`src/rtl/xif_tracker_pkg.sv`:
```
// rtl/xif_tracker_pkg.sv - shared types and error indices for the CV-X-IF issue tracker
package xif_tracker_pkg;

  typedef enum logic [1:0] {
    FREE      = 2'd0,
    ISSUED    = 2'd1,
    COMMITTED = 2'd2
  } entry_state_e;

  localparam int NUM_ERR      = 5;
  localparam int ERR_UNSTABLE = 0;
  localparam int ERR_BUSY     = 1;
  localparam int ERR_COMMIT   = 2;
  localparam int ERR_RESULT   = 3;
  localparam int ERR_DROP     = 4;

endpackage

```
`src/rtl/xif_sat_counter.sv`:
```
// rtl/xif_sat_counter.sv - saturating up-counter with synchronous clear
module xif_sat_counter #(
  parameter int WIDTH = 32
) (
  input  logic             clk_i,
  input  logic             rst_ni,
  input  logic             inc_i,
  input  logic             clr_i,
  output logic [WIDTH-1:0] count_o
);

  logic [WIDTH-1:0] count_q, count_d;

  always_comb begin
    count_d = count_q;
    if (clr_i) begin
      count_d = '0;
    end else if (inc_i && (count_q != '1)) begin
      count_d = count_q + WIDTH'(1);
    end
  end

  always_ff @(posedge clk_i or negedge rst_ni) begin
    if (!rst_ni) count_q <= '0;
    else         count_q <= count_d;
  end

  assign count_o = count_q;

endmodule

```
`src/rtl/xif_issue_tracker.sv`:
```
// rtl/xif_issue_tracker.sv - passive CV-X-IF monitor: per-ID scoreboard, statistics,
// issue-to-result latency and sticky protocol error flags
module xif_issue_tracker
  import xif_tracker_pkg::*;
#(
  parameter int X_ID_WIDTH    = 4,
  parameter int X_INSTR_WIDTH = 32,
  parameter int CNT_WIDTH     = 32,
  parameter int CHECK_STABLE  = 1
) (
  input  logic                     clk_i,
  input  logic                     rst_ni,
  input  logic                     issue_valid_i,
  input  logic                     issue_ready_i,
  input  logic [X_INSTR_WIDTH-1:0] issue_instr_i,
  input  logic [X_ID_WIDTH-1:0]    issue_id_i,
  input  logic                     issue_accept_i,
  input  logic                     commit_valid_i,
  input  logic [X_ID_WIDTH-1:0]    commit_id_i,
  input  logic                     commit_kill_i,
  input  logic                     result_valid_i,
  input  logic                     result_ready_i,
  input  logic [X_ID_WIDTH-1:0]    result_id_i,
  input  logic                     clear_i,
  output logic [CNT_WIDTH-1:0]     cnt_issued_o,
  output logic [CNT_WIDTH-1:0]     cnt_rejected_o,
  output logic [CNT_WIDTH-1:0]     cnt_killed_o,
  output logic [CNT_WIDTH-1:0]     cnt_retired_o,
  output logic [X_ID_WIDTH:0]      outstanding_o,
  output logic [CNT_WIDTH-1:0]     lat_last_o,
  output logic [CNT_WIDTH-1:0]     lat_max_o,
  output logic [NUM_ERR-1:0]       err_o,
  output logic [X_ID_WIDTH-1:0]    err_first_id_o
);

  localparam int NUM_IDS = 2 ** X_ID_WIDTH;

  entry_state_e             state_q [NUM_IDS];
  entry_state_e             state_d [NUM_IDS];
  logic [CNT_WIDTH-1:0]     start_q [NUM_IDS];
  logic [CNT_WIDTH-1:0]     start_d [NUM_IDS];
  logic [CNT_WIDTH-1:0]     ts_q, ts_d;
  logic [CNT_WIDTH-1:0]     lat_last_q, lat_last_d, lat_max_q, lat_max_d;
  logic [NUM_ERR-1:0]       err_q, err_d;
  logic [X_ID_WIDTH-1:0]    err_first_id_q, err_first_id_d;
  logic [X_ID_WIDTH:0]      outstanding_q, outstanding_d;
  logic                     hold_valid_q, hold_valid_d;
  logic [X_INSTR_WIDTH-1:0] hold_instr_q, hold_instr_d;
  logic [X_ID_WIDTH-1:0]    hold_id_q, hold_id_d;

  logic                     inc_issued, inc_rejected, inc_killed, inc_retired;
  logic [NUM_ERR-1:0]       err_set;
  logic [X_ID_WIDTH-1:0]    err_id [NUM_ERR];
  logic [CNT_WIDTH-1:0]     lat;

  always_comb begin
    state_d      = state_q;
    start_d      = start_q;
    err_set      = '0;
    for (int i = 0; i < NUM_ERR; i++) err_id[i] = '0;
    inc_issued   = 1'b0;
    inc_rejected = 1'b0;
    inc_killed   = 1'b0;
    inc_retired  = 1'b0;
    lat          = '0;
    ts_d         = ts_q + CNT_WIDTH'(1);

    // Result is evaluated against the pre-commit state, then commit, then issue.
    if (result_valid_i && result_ready_i) begin
      if (state_q[result_id_i] == COMMITTED) begin
        state_d[result_id_i] = FREE;
        inc_retired          = 1'b1;
        lat                  = ts_q - start_q[result_id_i];
      end else begin
        err_set[ERR_RESULT] = 1'b1;
        err_id[ERR_RESULT]  = result_id_i;
      end
    end

    if (commit_valid_i) begin
      if (state_d[commit_id_i] == ISSUED) begin
        state_d[commit_id_i] = commit_kill_i ? FREE : COMMITTED;
        inc_killed           = commit_kill_i;
      end else begin
        err_set[ERR_COMMIT] = 1'b1;
        err_id[ERR_COMMIT]  = commit_id_i;
      end
    end

    if (issue_valid_i && issue_ready_i) begin
      if (issue_accept_i) begin
        inc_issued          = 1'b1;
        start_d[issue_id_i] = ts_q;
        if (state_d[issue_id_i] == FREE) begin
          state_d[issue_id_i] = ISSUED;
        end else begin
          err_set[ERR_BUSY] = 1'b1;
          err_id[ERR_BUSY]  = issue_id_i;
        end
      end else begin
        inc_rejected = 1'b1;
      end
    end

    hold_valid_d = issue_valid_i && !issue_ready_i;
    hold_instr_d = issue_instr_i;
    hold_id_d    = issue_id_i;
    if (CHECK_STABLE != 0) begin
      if (hold_valid_q && issue_valid_i &&
          ((issue_instr_i != hold_instr_q) || (issue_id_i != hold_id_q))) begin
        err_set[ERR_UNSTABLE] = 1'b1;
        err_id[ERR_UNSTABLE]  = issue_id_i;
      end
      if (hold_valid_q && !issue_valid_i) begin
        err_set[ERR_DROP] = 1'b1;
        err_id[ERR_DROP]  = hold_id_q;
      end
    end

    outstanding_d = '0;
    for (int i = 0; i < NUM_IDS; i++) begin
      if (state_d[i] != FREE) outstanding_d = outstanding_d + (X_ID_WIDTH + 1)'(1);
    end

    err_d          = err_q | err_set;
    err_first_id_d = err_first_id_q;
    if ((err_q == '0) && (err_set != '0)) begin
      for (int i = NUM_ERR - 1; i >= 0; i--) begin
        if (err_set[i]) err_first_id_d = err_id[i];
      end
    end

    lat_last_d = lat_last_q;
    lat_max_d  = lat_max_q;
    if (inc_retired) begin
      lat_last_d = lat;
      if (lat > lat_max_q) lat_max_d = lat;
    end

    if (clear_i) begin
      err_d          = '0;
      err_first_id_d = '0;
      lat_last_d     = '0;
      lat_max_d      = '0;
    end
  end

  always_ff @(posedge clk_i or negedge rst_ni) begin
    if (!rst_ni) begin
      for (int i = 0; i < NUM_IDS; i++) begin
        state_q[i] <= FREE;
        start_q[i] <= '0;
      end
      ts_q           <= '0;
      lat_last_q     <= '0;
      lat_max_q      <= '0;
      err_q          <= '0;
      err_first_id_q <= '0;
      outstanding_q  <= '0;
      hold_valid_q   <= 1'b0;
      hold_instr_q   <= '0;
      hold_id_q      <= '0;
    end else begin
      state_q        <= state_d;
      start_q        <= start_d;
      ts_q           <= ts_d;
      lat_last_q     <= lat_last_d;
      lat_max_q      <= lat_max_d;
      err_q          <= err_d;
      err_first_id_q <= err_first_id_d;
      outstanding_q  <= outstanding_d;
      hold_valid_q   <= hold_valid_d;
      hold_instr_q   <= hold_instr_d;
      hold_id_q      <= hold_id_d;
    end
  end

  xif_sat_counter #(.WIDTH(CNT_WIDTH)) u_cnt_issued (
    .clk_i(clk_i), .rst_ni(rst_ni), .inc_i(inc_issued), .clr_i(clear_i), .count_o(cnt_issued_o)
  );
  xif_sat_counter #(.WIDTH(CNT_WIDTH)) u_cnt_rejected (
    .clk_i(clk_i), .rst_ni(rst_ni), .inc_i(inc_rejected), .clr_i(clear_i), .count_o(cnt_rejected_o)
  );
  xif_sat_counter #(.WIDTH(CNT_WIDTH)) u_cnt_killed (
    .clk_i(clk_i), .rst_ni(rst_ni), .inc_i(inc_killed), .clr_i(clear_i), .count_o(cnt_killed_o)
  );
  xif_sat_counter #(.WIDTH(CNT_WIDTH)) u_cnt_retired (
    .clk_i(clk_i), .rst_ni(rst_ni), .inc_i(inc_retired), .clr_i(clear_i), .count_o(cnt_retired_o)
  );

  assign outstanding_o  = outstanding_q;
  assign lat_last_o     = lat_last_q;
  assign lat_max_o      = lat_max_q;
  assign err_o          = err_q;
  assign err_first_id_o = err_first_id_q;

endmodule

```
`config.mk`:
```
export PLATFORM = sky130hd
export DESIGN_NAME = xif_issue_tracker
export DESIGN_NICKNAME = d
export VERILOG_FILES = /design/src/rtl/xif_tracker_pkg.sv /design/src/rtl/xif_sat_counter.sv /design/src/rtl/xif_issue_tracker.sv
export SDC_FILE = /design/constraint.sdc
export NUM_CORES = 2
export LEC_CHECK = 0
export BUFFER_PORTS_ARGS = -buffer_cell sky130_fd_sc_hd__buf_2
export CORE_MARGIN = 2
export CORE_UTILIZATION = 40
export CTS_CLUSTER_SIZE = 24
export DETAILED_ROUTE_END_ITERATION = 7
export PLACE_DENSITY = 0.54
export SYNTH_ARGS = -nofsm -noshare
export SYNTH_HDL_FRONTEND = slang
export SYNTH_SLANG_ARGS = --single-unit
export TNS_END_PERCENT = 10
```
`constraint.sdc`:
```
create_clock -name clk_i -period 12.62 [get_ports clk_i]
set_input_delay 1.893 -clock clk_i [delete_from_list [all_inputs] [get_ports clk_i]]
set_output_delay 1.893 -clock clk_i [all_outputs]
set_load 0.01 [all_outputs]
```
==> qor.txt <==
Pre-CTS worst setup slack - -160 ps
Synth Instances - 3384
Wire length per cell - 22.8 µm
Depth of the most critical reg-to-reg path - 52
Hold depth - 2
Leakage - 22.4 nW
Post-Place Cells - 4942
Final setup fails - 0
Share of cells above drive strength 1 - 34.3%
Slowest-stage cell, CP - or3b_2
Tot GR Track Use - 21.8%
First-pass GRT wire length - 179 mm
Simple-Gate Fraction of Synth Area - 9.81%
Worst-Margin Slew - 1140 ps
Sequential-to-total area share from yosys stat - 49.4%
Detailed-route via count - 28022
Multi-input logic area - 0.0200 mm²
Power Density - 162 mW/mm²
Main combinational cell family by area after synthesis - multiplexers
DRT Wirelength - 117 mm
Post-route design area - 0.0479 mm²
Clock network power share - 34.1%
Non-Filler Instances - 5103
Relative slew slack - 23.1%
Fin. Hold Viols - 0
Total gr overflow - 0
VDD IR max - 0.239 mV
Detailed Routing Iterations Pass 1 - 5
Synthesis-to-finish area growth - 15.5%
Vias in the first global route - 28083
CP top delay family - compound AO/OA/AOI/OAI gates
Final Skew - 20.7 ps
GPL Wtd Cong - 0.966
Hold Crit Class - register to register
CP Buf/Inv Count - 4
DR vias/cell - 5.49
Detailed Place HPWL - 75.3 mm
Hold Buf Count CTS - 0
Slowest cell delay on critical path - 460 ps
Clk root buf - clkbuf_16
Internal Power - 0.00536 W
NetSw - 0.00243 W
TritonCTS clock tree - yes
Clock transition at path regs - 60 ps
# rows - 118
Post-DP Area - 0.0448 mm²
Multiplexer share of the synthesized area - 23.9%
Count of input and output buffers - 259
Core area - 0.103 mm²
Die W - 326 µm
Fmax - 83.8 MHz
Adder-cell area share of the yosys netlist - 2.60%
Final antenna-violating net count - 0
Insertion delay to the later sink of the worst-skew pair - 660 ps
Outcome - complete, no violations
Flops & latches, synth - 819
Largest net degree at the start of global routing - 168
Max-cap check violation count - 0
EDFF count, synth - 0
# IOs - 260
CP Class - primary input to register
Initial Util - 40.2%
Setup_tns - 0 ps
Sequential power share - 35.6%
Synth Cell Area - 0.0415 mm²
CTS Sinks - 819
CTS Buffer Depth - 3
FF/Latch Area - 0.0205 mm²
Nets - 3797
Ys flop type - dfrtp_1
Number of cells on the critical path - 54
H-tree depth - 3
PnR worst setup slack - 691 ps
CP required - 13160 ps
Netlist cell types - 100
Tot Pwr - 0.00778 W
Post-Synth XOR/XNOR Area - 5.35%
Combinational fraction of design power - 30.4%
Compound-Gate Fraction of Synth Area - 5.89%
Worst EP arrival - 12470 ps
CP most frequent cell - ha_1
Area of the die - 0.106 mm²
Asr flop ratio synth - 100%
Min cycle time layout - 11930 ps
Yosys warning total - 0
Syn_area_per_cell - 12.3 µm²
Initial antenna violation count - 1
Part of the cycle the worst path needs - 94.5%
Crit path max fanout - 13
Die Y - 326 µm
Crit end category - register
# DRC - 0
# fillers - 9370
Startpoint Class - primary input
1st-iter DRT viols - 1804
CTS Buf Count - 93
Synth Net Count - 3522
Sw Share - 31.2%
Final count of pins violating max slew - 0
-- worst paths after layout --
check	start	endpoint	slack, ps
max	result_id_i[3]	outstanding_o[4]	690
min reg2reg	start_q[433]	start_q[433]	480
max in group asynchronous	rst_ni	start_q[316]	9070
min	start_q[433]	start_q[433]	480
max reg2reg	state_q[14]	outstanding_o[4]	1640
min in group asynchronous	rst_ni	u_cnt_rejected.count_o[27]	1300
-- power groups by stage --
| stage | combinational (W) | clock [W] | sequential [W] |
|---|---|---|---|
| final | 0.00236 | 0.00265 | 0.00277 |
| after detailed placement | 0.00232 | 0 | 0.00281 |
| after global placement | 0.00230 | 0 | 0.00281 |
| after CTS | 0.00233 | 0.00272 | 0.00276 |
| after floorplan | 0.00170 | 0 | 0.00279 |
| after global routing | 0.00262 | 0.00283 | 0.00277 |
-- worst min-delay path: stages (launching register included) --
cell	delay, ps
dfrtp_1	340
nand2_1	40
o21ai_0	60
-- routing by layer --
layer  share of wire [%]  wire length (µm)  vias up  global-route usage [%]
li1                    -                 -    12711                       -
met1                  46             53500    14509                    31.0
met2                  47             54500      652                    34.8
met3                 5.0              5810      150                    3.06
met4                 2.3              2720        0                    6.00
met5                   0                 0        -                       0
-- cell type report --
cell class	count	share of cell area, %
Antenna cell	1	0.00522
Clock buffer	134	5.58
Clock inverter	24	0.619
Inverter	115	0.901
Multi-Input combinational cell	2246	41.7
Sequential cell	819	42.8
Tap cell	1380	3.60
Timing Repair Buffer	384	4.86
-- per-stage QoR --
step	hold slack [ps]	utilization (%)
floorplan	445	-
global placement	459	43.4
detailed placement	467	43.4
CTS	481	46.3
global route	503	46.4
finish	479	46.4
-- registers in the layout (all words and copies together) (netlist names) --
register	count
outstanding_o	5
err_o	5
u_cnt_retired.count_o	32
hold_id_q	4
u_cnt_issued.count_o	32
state_q	32
hold_instr_q	32
hold_valid_q	1
u_cnt_rejected.count_o	32
err_first_id_o	4
start_q	512
lat_last_o	32
ts_q	32
lat_max_o	32
u_cnt_killed.count_o	32
-- cells in the mapped netlist (12+ instances only) --
cell | number | area share [%]
a21oi_1 | 103 | 1.2
and3_1 | 35 | 0.53
and4_1 | 12 | 0.25
buf_1 | 25 | 0.23
clkbuf_1 | 167 | 1.5
dfrtp_1 | 819 | 49
ha_1 | 83 | 2.5
inv_1 | 113 | 1.0
mux2_2 | 505 | 14
mux2i_1 | 49 | 1.2
mux4_2 | 167 | 9.1
nand2_1 | 171 | 1.5
nand2b_1 | 31 | 0.47
nand3_1 | 78 | 0.94
nand4_1 | 46 | 0.69
nor2_1 | 290 | 2.6
nor2b_1 | 31 | 0.47
nor3_1 | 40 | 0.48
nor4_1 | 22 | 0.33
o21ai_0 | 75 | 0.90
o31ai_1 | 31 | 0.56
or3_1 | 32 | 0.48
xnor2_1 | 92 | 1.9
xor2_1 | 133 | 2.8
-- timing repair --
item / 4_1_cts / 5_1_grt
setup endpoints to repair: 0 / 1
gates resized for setup: 0 / 20
endpoints found under the hold margin: 0 / 0
setup buffers: 0 / 2
-- kinds of logic (layout without fill, tap and decap cells) --
kind of cell,after synthesis,after routing
flops,819,819
other cells,0,1
buf+inv,319,657
xor+xnor,237,237
mux,721,721
simple gates,844,844
fa+ha+maj,86,86
compound gates,358,358
-- layout by cell type, fill, tap and decap left out, drive strengths merged, types with 38 or more instances in the layout --
cell / synthesis / layout
inv: 115 / 118
nand4: 47 / 47
xor2: 137 / 137
nand2: 172 / 172
buf: 37 / 384
clkbuf: 167 / 134
mux4: 167 / 167
nor3: 40 / 40
o31ai: 38 / 38
nand3: 78 / 78
mux2i: 49 / 49
a21oi: 103 / 103
ha: 83 / 83
o21ai: 85 / 85
nor2: 292 / 292
mux2: 505 / 505
dfrtp: 819 / 819
xnor2: 97 / 97
Note: power is estimated with default switching activity, not from simulation.
